**src/rtl/uvmt_cv32e40s_sl_pkg.sv**
```systemverilog
// Shared types and helpers for the OBI support-logic blocks.
package uvmt_cv32e40s_sl_pkg;

  // Cause of a protocol error flagged by the attribute tracker.
  typedef enum logic [1:0] {
    SL_ERR_NONE      = 2'd0,
    SL_ERR_OVERFLOW  = 2'd1,
    SL_ERR_UNDERFLOW = 2'd2
  } sl_err_e;

  // Advance a pointer by one, wrapping from depth-1 back to 0.
  function automatic int unsigned sl_wrap_inc(input int unsigned ptr,
                                              input int unsigned depth);
    if ((ptr + 32'd1) >= depth) begin
      return 32'd0;
    end else begin
      return ptr + 32'd1;
    end
  endfunction

  // Collapse the two sticky flags into a single cause for reporting.
  function automatic sl_err_e sl_err_cause(input logic ovf, input logic unf);
    if (ovf) begin
      return SL_ERR_OVERFLOW;
    end else if (unf) begin
      return SL_ERR_UNDERFLOW;
    end else begin
      return SL_ERR_NONE;
    end
  endfunction

endpackage

```
**src/rtl/uvmt_cv32e40s_sl_sync_fifo.sv**
```systemverilog
// Generic single-clock FIFO with arbitrary (non power-of-two) depth.
// Pointers wrap modulo DEPTH; the occupancy count disambiguates full/empty.
// A push while full is accepted only together with a pop; a pop while empty
// is ignored, so the FIFO is safe even if the caller does not gate.
module uvmt_cv32e40s_sl_sync_fifo
  import uvmt_cv32e40s_sl_pkg::*;
#(
  parameter int WIDTH = 1,
  parameter int DEPTH = 2,
  parameter int CW    = $clog2(DEPTH + 1)
) (
  input  logic             clk_i,
  input  logic             rst_i,
  input  logic             push_i,
  input  logic             pop_i,
  input  logic [WIDTH-1:0] wdata_i,
  output logic [WIDTH-1:0] rdata_o,
  output logic [CW-1:0]    count_o,
  output logic             full_o,
  output logic             empty_o
);

  localparam int PW = (DEPTH > 1) ? $clog2(DEPTH) : 1;
  localparam logic [CW-1:0] CNT_ONE  = CW'(1);
  localparam logic [CW-1:0] CNT_ZERO = CW'(0);
  localparam logic [CW-1:0] CNT_FULL = CW'(DEPTH);

  logic [WIDTH-1:0] mem_q [DEPTH];
  logic [PW-1:0]    wptr_q;
  logic [PW-1:0]    wptr_d;
  logic [PW-1:0]    rptr_q;
  logic [PW-1:0]    rptr_d;
  logic [CW-1:0]    count_q;
  logic [CW-1:0]    count_d;
  logic             push_ok_s;
  logic             pop_ok_s;

  assign full_o  = (count_q == CNT_FULL);
  assign empty_o = (count_q == CNT_ZERO);
  assign count_o = count_q;
  assign rdata_o = mem_q[rptr_q];

  // Qualify push/pop against occupancy and compute next pointers and count.
  always_comb begin
    pop_ok_s  = pop_i && !empty_o;
    push_ok_s = push_i && (!full_o || pop_ok_s);

    if (push_ok_s) begin
      wptr_d = PW'(sl_wrap_inc(32'(wptr_q), DEPTH));
    end else begin
      wptr_d = wptr_q;
    end

    if (pop_ok_s) begin
      rptr_d = PW'(sl_wrap_inc(32'(rptr_q), DEPTH));
    end else begin
      rptr_d = rptr_q;
    end

    case ({push_ok_s, pop_ok_s})
      2'b10:   count_d = count_q + CNT_ONE;
      2'b01:   count_d = count_q - CNT_ONE;
      default: count_d = count_q;
    endcase
  end

  // Pointer and occupancy registers.
  always_ff @(posedge clk_i) begin
    if (rst_i) begin
      wptr_q  <= '0;
      rptr_q  <= '0;
      count_q <= '0;
    end else begin
      wptr_q  <= wptr_d;
      rptr_q  <= rptr_d;
      count_q <= count_d;
    end
  end

  // Storage: cleared on reset, written only by an accepted push.
  always_ff @(posedge clk_i) begin
    if (rst_i) begin
      for (int i = 0; i < DEPTH; i++) begin
        mem_q[i] <= '0;
      end
    end else if (push_ok_s) begin
      mem_q[wptr_q] <= wdata_i;
    end else begin
      mem_q[wptr_q] <= mem_q[wptr_q];
    end
  end

endmodule

```
**src/rtl/uvmt_cv32e40s_sl_obi_req_attr_tracker.sv**
```systemverilog
// OBI request attribute tracker: remembers an attribute of every granted
// request and presents the oldest outstanding one alongside its rvalid.
// Also reports occupancy, a high-water mark and sticky protocol errors.
module uvmt_cv32e40s_sl_obi_req_attr_tracker
  import uvmt_cv32e40s_sl_pkg::*;
#(
  parameter int XLEN  = 1,
  parameter int DEPTH = 2,
  parameter int CNTW  = $clog2(DEPTH + 1)
) (
  input  logic            clk_i,
  input  logic            rst_i,
  input  logic            obi_req_i,
  input  logic            obi_gnt_i,
  input  logic            obi_rvalid_i,
  input  logic [XLEN-1:0] req_attr_i,
  output logic [XLEN-1:0] resp_attr_o,
  output logic            resp_attr_valid_o,
  output logic [CNTW-1:0] outstanding_o,
  output logic [CNTW-1:0] max_outstanding_o,
  output logic            full_o,
  output logic            empty_o,
  output logic            overflow_err_o,
  output logic            underflow_err_o
);

  localparam logic [CNTW-1:0] CNT_ONE = CNTW'(1);

  logic            push_s;
  logic            pop_s;
  logic            push_ok_s;
  logic            pop_ok_s;
  logic [XLEN-1:0] rdata_s;
  logic [CNTW-1:0] count_s;
  logic            full_s;
  logic            empty_s;
  logic [CNTW-1:0] count_nxt_s;
  logic [CNTW-1:0] max_q;
  logic [CNTW-1:0] max_d;
  logic            ovf_q;
  logic            ovf_d;
  logic            unf_q;
  logic            unf_d;

  // Raw handshake decode and gating: an empty-pop is never retired, and a
  // full-push is only accepted when an entry retires in the same cycle.
  always_comb begin
    push_s    = obi_req_i && obi_gnt_i;
    pop_s     = obi_rvalid_i;
    pop_ok_s  = pop_s && !empty_s;
    push_ok_s = push_s && (!full_s || pop_ok_s);
  end

  uvmt_cv32e40s_sl_sync_fifo #(
    .WIDTH (XLEN),
    .DEPTH (DEPTH),
    .CW    (CNTW)
  ) u_fifo (
    .clk_i   (clk_i),
    .rst_i   (rst_i),
    .push_i  (push_ok_s),
    .pop_i   (pop_ok_s),
    .wdata_i (req_attr_i),
    .rdata_o (rdata_s),
    .count_o (count_s),
    .full_o  (full_s),
    .empty_o (empty_s)
  );

  // Response attribute is combinational from stored state, so a response
  // can never see the attribute of a request pushed in the same cycle.
  always_comb begin
    if (pop_ok_s) begin
      resp_attr_o       = rdata_s;
      resp_attr_valid_o = 1'b1;
    end else begin
      resp_attr_o       = '0;
      resp_attr_valid_o = 1'b0;
    end
  end

  // Next occupancy, high-water mark and sticky error flags.
  always_comb begin
    case ({push_ok_s, pop_ok_s})
      2'b10:   count_nxt_s = count_s + CNT_ONE;
      2'b01:   count_nxt_s = count_s - CNT_ONE;
      default: count_nxt_s = count_s;
    endcase

    if (count_nxt_s > max_q) begin
      max_d = count_nxt_s;
    end else begin
      max_d = max_q;
    end

    ovf_d = ovf_q || (push_s && full_s && !pop_s);
    unf_d = unf_q || (pop_s && empty_s);
  end

  // Status registers, all cleared by reset.
  always_ff @(posedge clk_i) begin
    if (rst_i) begin
      max_q <= '0;
      ovf_q <= 1'b0;
      unf_q <= 1'b0;
    end else begin
      max_q <= max_d;
      ovf_q <= ovf_d;
      unf_q <= unf_d;
    end
  end

  assign outstanding_o     = count_s;
  assign max_outstanding_o = max_q;
  assign full_o            = full_s;
  assign empty_o           = empty_s;
  assign overflow_err_o    = ovf_q;
  assign underflow_err_o   = unf_q;

endmodule

```
**config.mk**
```make
export PLATFORM = sky130hd
export DESIGN_NAME = uvmt_cv32e40s_sl_obi_req_attr_tracker
export DESIGN_NICKNAME = d
export VERILOG_FILES = /design/src/rtl/uvmt_cv32e40s_sl_pkg.sv /design/src/rtl/uvmt_cv32e40s_sl_sync_fifo.sv /design/src/rtl/uvmt_cv32e40s_sl_obi_req_attr_tracker.sv
export SDC_FILE = /design/constraint.sdc
export NUM_CORES = 1
export LEC_CHECK = 0
export ABC_CLOCK_PERIOD_IN_PS = 2700
export CAP_MARGIN = 20
export CELL_PAD_IN_SITES_DETAIL_PLACEMENT = 0
export CELL_PAD_IN_SITES_GLOBAL_PLACEMENT = 1
export CORE_MARGIN = 3
export CORE_UTILIZATION = 30
export CTS_CLUSTER_DIAMETER = 30
export DETAILED_ROUTE_END_ITERATION = 10
export PLACE_DENSITY = 0.73
export SYNTH_ARGS = -nofsm -noshare
export SYNTH_HDL_FRONTEND = slang
export SYNTH_SLANG_ARGS = --single-unit
export TNS_END_PERCENT = 1
```
**constraint.sdc**
```tcl
create_clock -name clk_i -period 2.7 [get_ports clk_i]
set_input_delay 0.81 -clock clk_i [delete_from_list [all_inputs] [get_ports clk_i]]
set_output_delay 0.81 -clock clk_i [all_outputs]
set_load 0.02 [all_outputs]
```
==> results of run 1 <==
## repair_timing
| action | 4_1_cts | 5_1_grt |
|---|---|---|
| hold endpoints to repair | 0 | 0 |
| gates resized for setup | 10 | 2 |
| pin swaps | 2 | 2 |
| hold buffers | 0 | 0 |
| setup endpoints to repair | 4 | 2 |
## worst paths after layout
check             depth (start not counted)                      startpoint  slack [ns]                                end
setup / recovery                         11                    obi_rvalid_i        0.19  max_outstanding_o[0]$_SDFFE_PP0N_
hold / removal                            2      underflow_err_o$_SDFF_PP0_        0.47         underflow_err_o$_SDFF_PP0_
setup reg to reg                         12  u_fifo.count_o[0]$_SDFFE_PP0P_        0.28  max_outstanding_o[0]$_SDFFE_PP0N_
hold reg to reg                           2      underflow_err_o$_SDFF_PP0_        0.47         underflow_err_o$_SDFF_PP0_
## cell type report
type / instances / area share [%]
multi-input cells: 45 / 39.39
flip-flops and latches: 11 / 26.91
well taps: 25 / 3.467
repair buffers: 24 / 24.27
inverters: 7 / 3.051
clock buffers: 4 / 2.913
## state kept, by name, indices dropped and copies added, names as in the netlist, named ones only
register / flops
overflow_err_o: 1
max_outstanding_o: 2
u_fifo.rptr_q: 1
u_fifo.wptr_q: 1
u_fifo.mem_q: 2
u_fifo.count_o: 2
underflow_err_o: 1
## through the flow
step	instances	instance area [µm²]	util, %
final	116	902.1	50.07
after floorplan	64	599.3	-
after global placement	112	844.6	46.88
after CTS	116	897.1	49.79
after global routing	116	902.1	50.07
after detailed placement	112	844.6	46.88
## placed cells by master (no fill, tap or decap), drive strengths merged, types with 2 or more instances in the layout
master | synthesis | final
nor3 | 2 | 2
xor2 | 2 | 2
clkdlybuf4s50 | 0 | 10
edfxtp | 2 | 2
clkbuf | 1 | 4
nor2 | 10 | 10
nor2b | 2 | 2
buf | 0 | 9
nand2 | 3 | 3
dlymetal6s2s | 0 | 2
a21oi | 3 | 3
ha | 5 | 5
inv | 6 | 6
xnor2 | 2 | 2
o21ai | 2 | 2
dfxtp | 9 | 9
dlygate4sd2 | 0 | 3
## power by group through the flow
stage | clock [µW] | sequential [µW] | combinational, µW
after floorplan | 0 | 278 | 336
after global placement | 0 | 249 | 582
after detailed placement | 0 | 250 | 591
after CTS | 119 | 246 | 651
after global routing | 129 | 252 | 705
final | 114 | 245 | 644
## Yosys cell counts
cell type	instances	area (µm²)
o31a_1	1	8.760
nand2b_4	1	13.76
a211oi_1	1	7.510
nor3_2	1	10.01
inv_2	1	3.750
clkbuf_1	1	3.750
xnor2_1	2	17.52
nor3_1	1	5.000
nand2_1	3	11.26
edfxtp_1	2	60.06
and4b_1	1	10.01
and2_1	1	6.260
xor2_1	2	17.52
nor2b_1	2	12.51
mux2_2	1	11.26
o21bai_1	1	7.510
inv_1	5	18.77
dfxtp_1	9	180.2
a31oi_1	1	6.260
clkinv_2	1	5.000
nor4b_2	1	15.01
nor2_1	10	37.54
a21oi_1	3	15.01
or2_2	1	6.260
ha_1	5	62.56
a32o_1	1	10.01
or3_1	1	6.260
o21ai_0	2	10.01
a21o_1	1	7.510
mux2i_1	1	10.01
## tightest hold or removal path, stage by stage, from the launching register on
cell and delay (ns):
dfxtp_1 0.33, a21oi_1 0.04, nor2_1 0.07
## cell families (layout without fill, tap and decap cells)
family                     count (synthesis)  in the layout  share of synthesized area, %
buffers and inverters                      8             35                         5.239
AOI/OAI and AO/OA                         11             11                         12.16
adders and majority gates                  5              5                         10.48
xor gates and xnor gates                   4              4                         5.871
DFF                                       11             11                         40.25
and+or+nand+nor                           23             23                         22.43
muxes                                      2              2                         3.564
## per-layer routing
layer  GRT usage [%]  vias up  wire [µm]
met5               0        -          0
met4           5.381        0         15
met3           2.967        2         66
met2           16.09       17        496
met1           12.64      232        570
li1                -      272          -
==> Flow_metrics.wiki, run 1 <==
{| class="wikitable"
! Metric !! Value
|-
| Type of the worst min-delay path || flop to flop
|-
| Die Y || 50.60 µm
|-
| Setup WS post-layout || 0.1875 ns
|-
| Avg Cell Area, Syn || 9.325 µm²
|-
| Time the final worst path needs with I/O delays and setup || 2.513 ns
|-
| Sw Ratio || 38.79%
|-
| Post-detailed-route count of antenna-violating nets || 0
|-
| Number of max-slew violations in the final report || 0
|-
| GP Congestion || 0.6869
|-
| Net count after synthesis || 75
|-
| TritonCTS Sinks || 11
|-
| Crit end category || flop
|-
| Global route overflow || 0
|-
| Max_slew headroom || 68.40%
|-
| TritonRoute pass-1 iters || 4
|-
| DRC violation count after routing || 0
|-
| Slew at the pin closest to its max-slew limit || 0.4725 ns
|-
| Clock input transition at the sequential cells of the worst setup and hold paths || 0.08 ns
|-
| Category of cells accounting for the largest share of critical-path delay || simple AND/OR/NAND/NOR gates
|-
| Sum of routed wire length over all layers || 1149 µm
|-
| Result of the run || finished, final reports clean
|-
| Portion of the clock cycle consumed by the worst path in the final layout || 93.06%
|-
| Count of mapped cells out of synthesis || 64
|-
| Top-level I/O count || 16
|-
| Number of rows in the core area || 15
|-
| Number of antenna repair diodes || 0
|-
| Final setup viols || 0
|-
| Width of the chip || 50.60 µm
|-
| Kind of start point of the critical path || input port
|-
| Netlist area before placement || 596.8 µm²
|-
| Area added between synthesis and finish || 51.15%
|-
| Total track usage || 10.27%
|-
| Proportion of power drawn by the clock network || 11.4%
|-
| Proportion of power drawn by combinational gates || 64.2%
|-
| Max frequency || 0.3980 GHz
|-
| Total of flip-flops plus latches after synthesis || 11
|-
| Summed negative setup slack over all endpoints || 0 ns
|-
| Slowest cell delay on critical path || 0.27 ns
|-
| Average wire per standard cell || 9.905 µm
|-
| DR vias/cell || 4.509
|-
| Peak fanout along the critical path || 4
|-
| Proportion of synthesized chip area in sequential cells || 40.25%
|-
| Total count of hold-check failures in the final report || 0
|-
| Data required, critical path || 2.87 ns
|-
| Clock root buffer master || clkbuf_4
|-
| Worst setup slack before clock tree synthesis || -0.5306 ns
|-
| Starting density of the core || 33.12%
|-
| Number of different library cells in the post-synthesis netlist || 30
|-
| Yosys Warn Count || 0
|-
| RSZ-0062 raised after global routing || false
|-
| Internal power consumption || 614.0 µW
|-
| Maximum vdd drop || 0.5069 mV
|-
| Max cap viols || 0
|-
| Routed vias || 523
|-
| Worst Path Buf+Inv || 2
|-
| Setup Fix Bufs, Post-CTS || 0
|-
| Ordered cell list for the critical path || dlygate4sd2_1 > nand2b_4 > clkinv_2 > nor3_2 > nor3_1 > or2_4 > ha_4 > nor2b_2 > o21ai_2 > nor2_1 > a32o_1
|-
| Share of post-route cells with drive strength above 1 || 28.57%
|-
| Nets@finish || 103
|-
| Global-route wire length before repair || 1973 µm
|-
| Storage element area || 242.7 µm²
|-
| Placeable core area || 0.001802 mm²
|-
| Clock latency at the later pin of the worst-skew pair || 0.27 ns
|-
| Reported net switching power || 389.1 µW
|-
| Number of global-route vias before repair || 512
|-
| CTS tree || done
|-
| H-tree Lvls || 1
|-
| Detailed placement HPWL || 875 µm
|-
| Power per cell area || 1112 mW/mm²
|-
| Initial antenna violation count || 0
|-
| DRC marker count from the first detailed-route iteration || 5
|-
| CP Data Arrival Time || 2.68 ns
|-
| TritonCTS Buffers || 3
|-
| Sequential cell fraction of total power || 24.4%
|-
| # port buffers || 15
|-
| Maximum clock skew at final layout || 0.007472 ns
|-
| Multi-input combinational cell area || 355.3 µm²
|-
| Slowest library cell on the worst path || dlygate4sd2_1
|-
| Die area || 0.002560 mm²
|-
| Total power of the final layout || 1003 µW
|-
| Hold Slack || 0.4693 ns
|-
| Maximum number of pins on one net before global-route repair || 15
|-
| CTS Buffer Depth || 2
|-
| Number of fill cells in the layout || 193
|-
| Standby leakage power || 0.0004213 µW
|-
| Critical path class || input port to flop
|}
Power figures use the tool's default switching activity.
==> run 2: changes to the inputs <==
--- a/config.mk
+++ b/config.mk
@@ -13,7 +13,7 @@
 export CORE_UTILIZATION = 30
 export CTS_CLUSTER_DIAMETER = 30
 export DETAILED_ROUTE_END_ITERATION = 10
-export PLACE_DENSITY = 0.73
+export PLACE_DENSITY_LB_ADDON = 0.1
 export SYNTH_ARGS = -nofsm -noshare
 export SYNTH_HDL_FRONTEND = slang
 export SYNTH_SLANG_ARGS = --single-unit
==> Flow_metrics.wiki, run 2 (synthesized netlist as in run 1, its figures left out) <==
{| class="wikitable"
! Metric !! Value
|-
| Area added between synthesis and finish || 50.73%
|-
| Final setup viols || 0
|-
| Finished layout cell area || 899.6 µm²
|-
| Top-level I/O count || 16
|-
| Clock latency at the later pin of the worst-skew pair || 0.27 ns
|-
| Peak fanout along the critical path || 3
|-
| Global-route wire length before repair || 2090 µm
|-
| Slew at the pin closest to its max-slew limit || 0.4943 ns
|-
| Placeable core area || 0.001802 mm²
|-
| Number of max-slew violations in the final report || 0
|-
| Quantity of hold-fixing buffers added after cts || 0
|-
| Most common cell type on the critical path || dlygate4sd2_1
|-
| Number of antenna repair diodes || 0
|-
| Reported net switching power || 389.7 µW
|-
| RSZ-0062 raised after global routing || false
|-
| Routed vias || 511
|-
| Number of cells in the finished layout apart from fillers || 116
|-
| Slowest cell delay on critical path || 0.33 ns
|-
| Setup WS post-layout || 0.1970 ns
|-
| Number of global-route vias before repair || 484
|-
| Detailed placement HPWL || 881.1 µm
|-
| Post-detailed-route count of antenna-violating nets || 0
|-
| Most used cells in the layout excluding fill and tap cells || 10 x nor2_1, 10 x clkdlybuf4s50_1, 9 x buf_4, 7 x dfxtp_1, 5 x inv_1
|-
| TritonCTS Buffers || 3
|-
| Total track usage || 11.11%
|-
| Proportion of power drawn by the clock network || 11.2%
|-
| Ordered cell list for the critical path || dlygate4sd2_1 > nand2b_4 > buf_4 > nor2_1 > dlygate4sd2_1
|-
| DRC marker count from the first detailed-route iteration || 5
|-
| Area post-placement || 837.1 µm²
|-
| GP Congestion || 0.6783
|-
| Maximum vdd drop || 0.5388 mV
|-
| TritonCTS Sinks || 11
|-
| Share of post-route cells with drive strength above 1 || 27.47%
|-
| Result of the run || finished, final reports clean
|-
| CTS tree || done
|-
| Clock root buffer master || clkbuf_4
|-
| Sw Ratio || 38.48%
|-
| Width of the chip || 50.60 µm
|-
| Initial antenna violation count || 0
|-
| Number of fill cells in the layout || 205
|-
| H-tree Lvls || 1
|-
| Type of the worst min-delay path || flop to flop
|-
| Die Y || 50.60 µm
|-
| Sum of routed wire length over all layers || 1147 µm
|-
| Die area || 0.002560 mm²
|-
| Global route overflow || 0
|-
| Total power of the final layout || 1013 µW
|-
| Critical path class || input port to primary output
|-
| Clock input transition at the sequential cells of the worst setup and hold paths || 0.07 ns
|-
| DR vias/cell || 4.405
|-
| Number of rows in the core area || 15
|-
| Nets@finish || 103
|-
| Sequential cell fraction of total power || 24.2%
|-
| Proportion of power drawn by combinational gates || 64.6%
|-
| CP Data Arrival Time || 1.69 ns
|-
| Power per cell area || 1126 mW/mm²
|-
| Time the final worst path needs with I/O delays and setup || 2.503 ns
|-
| # port buffers || 15
|-
| Worst setup slack before clock tree synthesis || -0.5133 ns
|-
| Kind of start point of the critical path || input port
|-
| Starting density of the core || 33.12%
|-
| Total count of hold-check failures in the final report || 0
|-
| Data required, critical path || 1.89 ns
|-
| Average wire per standard cell || 9.888 µm
|-
| Maximum number of pins on one net before global-route repair || 15
|-
| Maximum clock skew at final layout || 0.001647 ns
|-
| Standby leakage power || 0.0004214 µW
|-
| TritonRoute pass-1 iters || 2
|-
| Max cap viols || 0
|-
| Max frequency || 0.3995 GHz
|-
| Max_slew headroom || 66.95%
|-
| Internal power consumption || 623.1 µW
|-
| CTS Buffer Depth || 2
|-
| Final core utilization || 49.93%
|-
| Placed Instances || 111
|-
| Slowest library cell on the worst path || dlygate4sd2_1
|-
| Crit end category || primary output
|-
| DRC violation count after routing || 0
|-
| Portion of the clock cycle consumed by the worst path in the final layout || 92.70%
|}
==> run 2: critical path, delay by kind of cell <==
kind,cells,cell delay [ns]
buf+inv,3,0.73
simple gates,2,0.15
==> run 2: per-layer routing <==
metal	GRT usage [%]	routed length, µm	vias to the layer above
met5	0	0	-
met4	8.072	25	0
met3	3.264	75	4
met2	15.87	510	12
li1	-	-	270
met1	13.98	535	225
==> run 2: what timing repair did <==
item | 4_1_cts | 5_1_grt
cloned | 0 | 0
setup endpoints to repair | 4 | 2
resized for setup | 8 | 3
setup buffers | 1 | 0
pin swaps | 2 | 3
==> run 2: power by group through the flow <==
stage	logic, µW	clock network [µW]	registers (µW)
after floorplan	336	0	278
after global placement	568	0	249
after detailed placement	570	0	250
after CTS	648	119	246
after global routing	738	128	252
final	655	114	245
==> run 2: area by class of cell <==
cell class,instances,area (µm²),area share (%)
Tap cell,25,31.28,3.477
Timing Repair Buffer,24,219.0,24.34
Clock buffer,4,26.28,2.921
Sequential cell,11,242.7,26.98
Multi-Input combinational cell,45,352.8,39.22
Inverter,7,27.53,3.060
==> run 2: per-stage QoR <==
| stage | hold slack (ns) | setup TNS, ns |
|---|---|---|
| floorplan | 0.4800 | 0 |
| global placement | 0.4440 | -1.558 |
| detailed placement | 0.4556 | -1.578 |
| CTS | 0.4737 | 0 |
| global route | 0.5120 | 0 |
| finish | 0.4695 | 0 |
==> run 2: path summary, 6_finish.rpt <==
path / start / end / slack (ns) / depth (start not counted)
worst min register to register: overflow_err_o$_SDFF_PP0_ / overflow_err_o$_SDFF_PP0_ / 0.47 / 2
worst min-delay path: overflow_err_o$_SDFF_PP0_ / overflow_err_o$_SDFF_PP0_ / 0.47 / 2
worst max-delay path: obi_rvalid_i / resp_attr_o / 0.20 / 5
worst max register to register: u_fifo.count_o[0]$_SDFFE_PP0P_ / max_outstanding_o[0]$_SDFFE_PP0N_ / 0.31 / 12
==> RTL edit 1: new RTL, config.mk and constraints of run 1 <==
`DEPTH` is set to 2 in 2 places; all go to 4.
--- a/src/rtl/uvmt_cv32e40s_sl_sync_fifo.sv
+++ b/src/rtl/uvmt_cv32e40s_sl_sync_fifo.sv
@@ -7,5 +7,5 @@
 #(
   parameter int WIDTH = 1,
-  parameter int DEPTH = 2,
+  parameter int DEPTH = 4,
   parameter int CW    = $clog2(DEPTH + 1)
 ) (
--- a/src/rtl/uvmt_cv32e40s_sl_obi_req_attr_tracker.sv
+++ b/src/rtl/uvmt_cv32e40s_sl_obi_req_attr_tracker.sv
@@ -6,5 +6,5 @@
 #(
   parameter int XLEN  = 1,
-  parameter int DEPTH = 2,
+  parameter int DEPTH = 4,
   parameter int CNTW  = $clog2(DEPTH + 1)
 ) (
Interface: changed (resized max_outstanding_o and outstanding_o); port bits go from 16 to 18. No check against the original RTL was run, so the function may have changed too.
==> RTL edit 1 against run 1 <==
  * Critical path depth unchanged
  * Routed wire length up 110%
  * Design area up 63%
  * Synthesized area up 75%
  * Sequential cell count up 7
  * Power up 54%
  * Clock power up 19%
  * Worst setup slack worse by 47 ps
==> RTL edit 1: results (changes against run 1) <==
[grt]
grt_pass1_wl_um = 4170  ; +110%
grt_max_degree = 13  ; -2
grt.total_usage_pct = 12.5  ; +2.2 points
grt_pass1_vias = 993  ; +94%
use_met1_pct = 14.1  ; +1.5 points
grt_use_met2_pct = 22.5  ; +6.4 points
grt_use_met3_pct = 1.91  ; -1.1 points

[finish]
fillers = 326  ; +69%
layout-drive-gt1-share_pct = 22.4  ; -6.1 points

[worst_setup_path]
critical_path_peak_fanout = 5  ; +1
cp_slowest_cell = ha_1
reg2reg_slack_ps = 260  ; -20 ps
critPathLaunch = obi_rvalid_i
max_stage_delay_ps = 320  ; +50 ps
critPathArrivalTime_ps = 2750  ; +70 ps

[synthesis]
yosys-top-cells-count = dfxtp_1, nor2_1, inv_1, ha_1, nand2_1
syn_nets = 131  ; +75%
synth_edf_count = 4  ; +2
ys_seq_area_share_pct = 38.3  ; -1.9 points
synth_cell_types = 37  ; +23%
yosys-top-cells-area = dfxtp_1, edfxtp_1, ha_1

[clocking]
htreeDepth = 1  ; unchanged
clkTransAtPathRegs_ps = 100  ; +20 ps
cts_inserted_buffers = 3  ; unchanged
post_cts_buffers = 8  ; +8
ctsResizeCount = 16  ; +6

[pwr]
pwr-share-comb_pct = 66.4  ; +2.2 points
seqPwrFrac_pct = 24.8  ; +0.4 points
swShare_pct = 40.8  ; +2.0 points
power_combinational_mw = 1.02  ; +58%
ir_drop_mv = 0.302  ; -40%
p_leak_nw = 0.664  ; +58%

[routing]
route.met3.wl_um = 76  ; +15%
vias_per_cell = 4.73  ; +4.9%
wl_met1_um = 1090  ; +92%
routedWlPerCell_um = 12.0  ; +21%
wl_met2_um = 1190  ; +140%
drt_iter0_drc = 26  ; +21

[status]
status = finished, final reports clean

[timing]
skew_ps = 5.18  ; -2.29 ps
whs_ps = 481  ; +12.0 ps
worst_slew_pin_slew_ps = 298  ; -174 ps

[place]
portBuffers = 17  ; +2
place_hpwl_um = 1730  ; +98%
routabilityCongestion = 0.845  ; +23%

[hold_path]
hp-class = flip-flop to flip-flop
min_from = overflow_err_o$_SDFF_PP0_

[RTL edit 1: final cells by class]
class / instances / area (µm²) / area share [%]
flip-flops and latches: 18 / 400 / 27.3
multi-input cells: 84 / 611 / 41.6
clock inverters: 1 / 3.75 / 0.256
repair buffers: 39 / 333 / 22.7
inverters: 11 / 41.3 / 2.82
well taps: 44 / 55.1 / 3.75
clock buffers: 3 / 22.5 / 1.54
[RTL edit 1: critical path: cells and delay by family]
family                     cells  cell delay, ps
AOI/OAI and AO/OA              4             580
adders and majority gates      1             320
buffers and inverters          2             410
muxes                          1             240
and+or+nand+nor                3             400
[RTL edit 1: through the flow]
step / setup slack, ps / std cells / util (%) / cell area, µm²
CTS: 0.252 / 200 / 46.1 / 1460
global route: 34.0 / 200 / 46.1 / 1470
floorplan: 204 / 116 / - / 1040
finish: 141 / 200 / 46.1 / 1470
global placement: -386 / 187 / 42.3 / 1350
detailed placement: -457 / 187 / 42.3 / 1350
[RTL edit 1: final timing paths]
| check | end | cells past startpoint |
|---|---|---|
| hold reg to reg | overflow_err_o$_SDFF_PP0_ | 2 |
| setup reg to reg | max_outstanding_o[1]$_SDFFE_PP0N_ | 11 |
| setup / recovery | max_outstanding_o[1]$_SDFFE_PP0N_ | 11 |
| hold / removal | overflow_err_o$_SDFF_PP0_ | 2 |
[RTL edit 1: kinds of logic (layout without fill, tap and decap cells)]
kind of cell,after synthesis,after routing,share of synthesized area [%]
buffers and inverters,14,54,6.11
and+or+nand+nor,42,42,20.2
xor gates and xnor gates,2,2,1.68
DFF,18,18,38.3
AOI/OAI and AO/OA,26,26,16.9
muxes,5,5,5.99
adders and majority gates,9,9,10.8
==> RTL edit 2: new RTL, flow settings as in run 1 <==
Without the edit above. Make the reset (`rst_i`) asynchronous in 3 clocked blocks.
--- a/src/rtl/uvmt_cv32e40s_sl_sync_fifo.sv
+++ b/src/rtl/uvmt_cv32e40s_sl_sync_fifo.sv
@@ -66,5 +66,5 @@
 
   // Pointer and occupancy registers.
-  always_ff @(posedge clk_i) begin
+  always_ff @(posedge clk_i or posedge rst_i) begin
     if (rst_i) begin
       wptr_q  <= '0;
@@ -79,5 +79,5 @@
 
   // Storage: cleared on reset, written only by an accepted push.
-  always_ff @(posedge clk_i) begin
+  always_ff @(posedge clk_i or posedge rst_i) begin
     if (rst_i) begin
       for (int i = 0; i < DEPTH; i++) begin
--- a/src/rtl/uvmt_cv32e40s_sl_obi_req_attr_tracker.sv
+++ b/src/rtl/uvmt_cv32e40s_sl_obi_req_attr_tracker.sv
@@ -99,5 +99,5 @@
 
   // Status registers, all cleared by reset.
-  always_ff @(posedge clk_i) begin
+  always_ff @(posedge clk_i or posedge rst_i) begin
     if (rst_i) begin
       max_q <= '0;
Behaviour: differs if rst_i is asserted again (counterexample within 4 cycles, from zero or initial values and one cycle with rst_i high); with rst_i held inactive, the same outputs for 10 cycles.
==> RTL edit 2 against run 1 <==
  * Synthesized area decreased by 2.9%
  * Design area shrank 1.8%
  * Largest power group unchanged
  * Power grew 13%
  * Sequential cell count fell by 1
  * First-iteration DRC count is 20% higher
  * Routed wire length grew 4.1%
  * Combinational power up 13%
  * Worst setup slack got worse by 130 ps
  * Via count down 7.3%
==> RTL edit 2: results (changes against run 1) <==
[synthesis]
syn_nets = 67  ; -11%
synth_cell_types = 22  ; -27%
async_flop_share_pct = 100  ; +100 points
synthXorXnorAreaFrac_pct = 6.05  ; +0.18 points
yosys-top-cells-area = dfrtp_1, ha_1, xnor2_1
synthAdderAreaFrac_pct = 10.8  ; +0.32 points
ys_seq_area_share_pct = 43.2  ; +2.9 points
syn_inst = 56  ; -13%

[finish]
fillers = 174  ; -9.8%
layout-drive-gt1-share_pct = 24.4  ; -4.2 points
post-route-util_pct = 49.7  ; -0.39 points
nets = 94  ; -8.7%

[grt]
grt_pass1_vias = 494  ; -3.5%
grt.total_usage_pct = 10.9  ; +0.64 points
grt_max_degree = 11  ; -4
grt_pass1_wl_um = 2110  ; +7.0%

[routing]
totalWireLength_um = 1200  ; +4.1%
vias_per_cell = 4.53  ; +0.53%
drt_iter0_drc = 6  ; +1
routedWlPerCell_um = 11.2  ; +13%

[timing]
relSlewSlack_pct = 74.0  ; +5.6 points
whs_ps = 475  ; +5.40 ps
fmax_mhz = 378  ; -5.0%

[status]
status = finished, final reports clean

[hold_path]
hold_depth = 1  ; -1

[worst_setup_path]
reg2reg_slack_ps = 200  ; -80 ps
critPathLaunch = obi_req_i
r2r_cells = 10  ; -2
cp_slowest_cell = or4b_4

[place]
placed_cell_area_um2 = 816  ; -3.4%
place_hpwl_um = 946  ; +8.1%
dp.cells = 103  ; -8.0%

[pwr]
ir_drop_mv = 0.646  ; +27%

[clocking]
ctsResizeCount = 2  ; -8

## RTL edit 2: cell count changes after synthesis, moves of 2 or more
cell	run 1	this run
mux2_1	0	3
edfxtp_1	2	0
nor2b_1	2	0
inv_1	5	9
dfrtp_1	0	10
xor2_1	2	0
nor2_1	10	3
dfxtp_1	9	0
xnor2_1	2	4
## RTL edit 2: routing by layer
metal  up-vias  GRT usage [%]  routed length (µm)
met5         -              0                   0
met4         0           1.38                   9
met3         2           5.14                  71
met2        14           18.7                 572
met1       223           12.6                 543
li1        246              -                   -
## RTL edit 2: report_power, final
group | switching, mW | internal [mW]
combinational | 0.342 | 0.384
clock | 0.0569 | 0.0820
sequential | 0.0508 | 0.223
total | 0.449 | 0.689
## RTL edit 2: final cells by class
| class | instances | area share [%] |
|---|---|---|
| Multi-Input combinational cell | 36 | 36.7 |
| Sequential cell | 10 | 28.2 |
| Timing Repair Buffer | 22 | 23.2 |
| Inverter | 10 | 4.24 |
| Clock buffer | 4 | 4.10 |
| Tap cell | 25 | 3.53 |
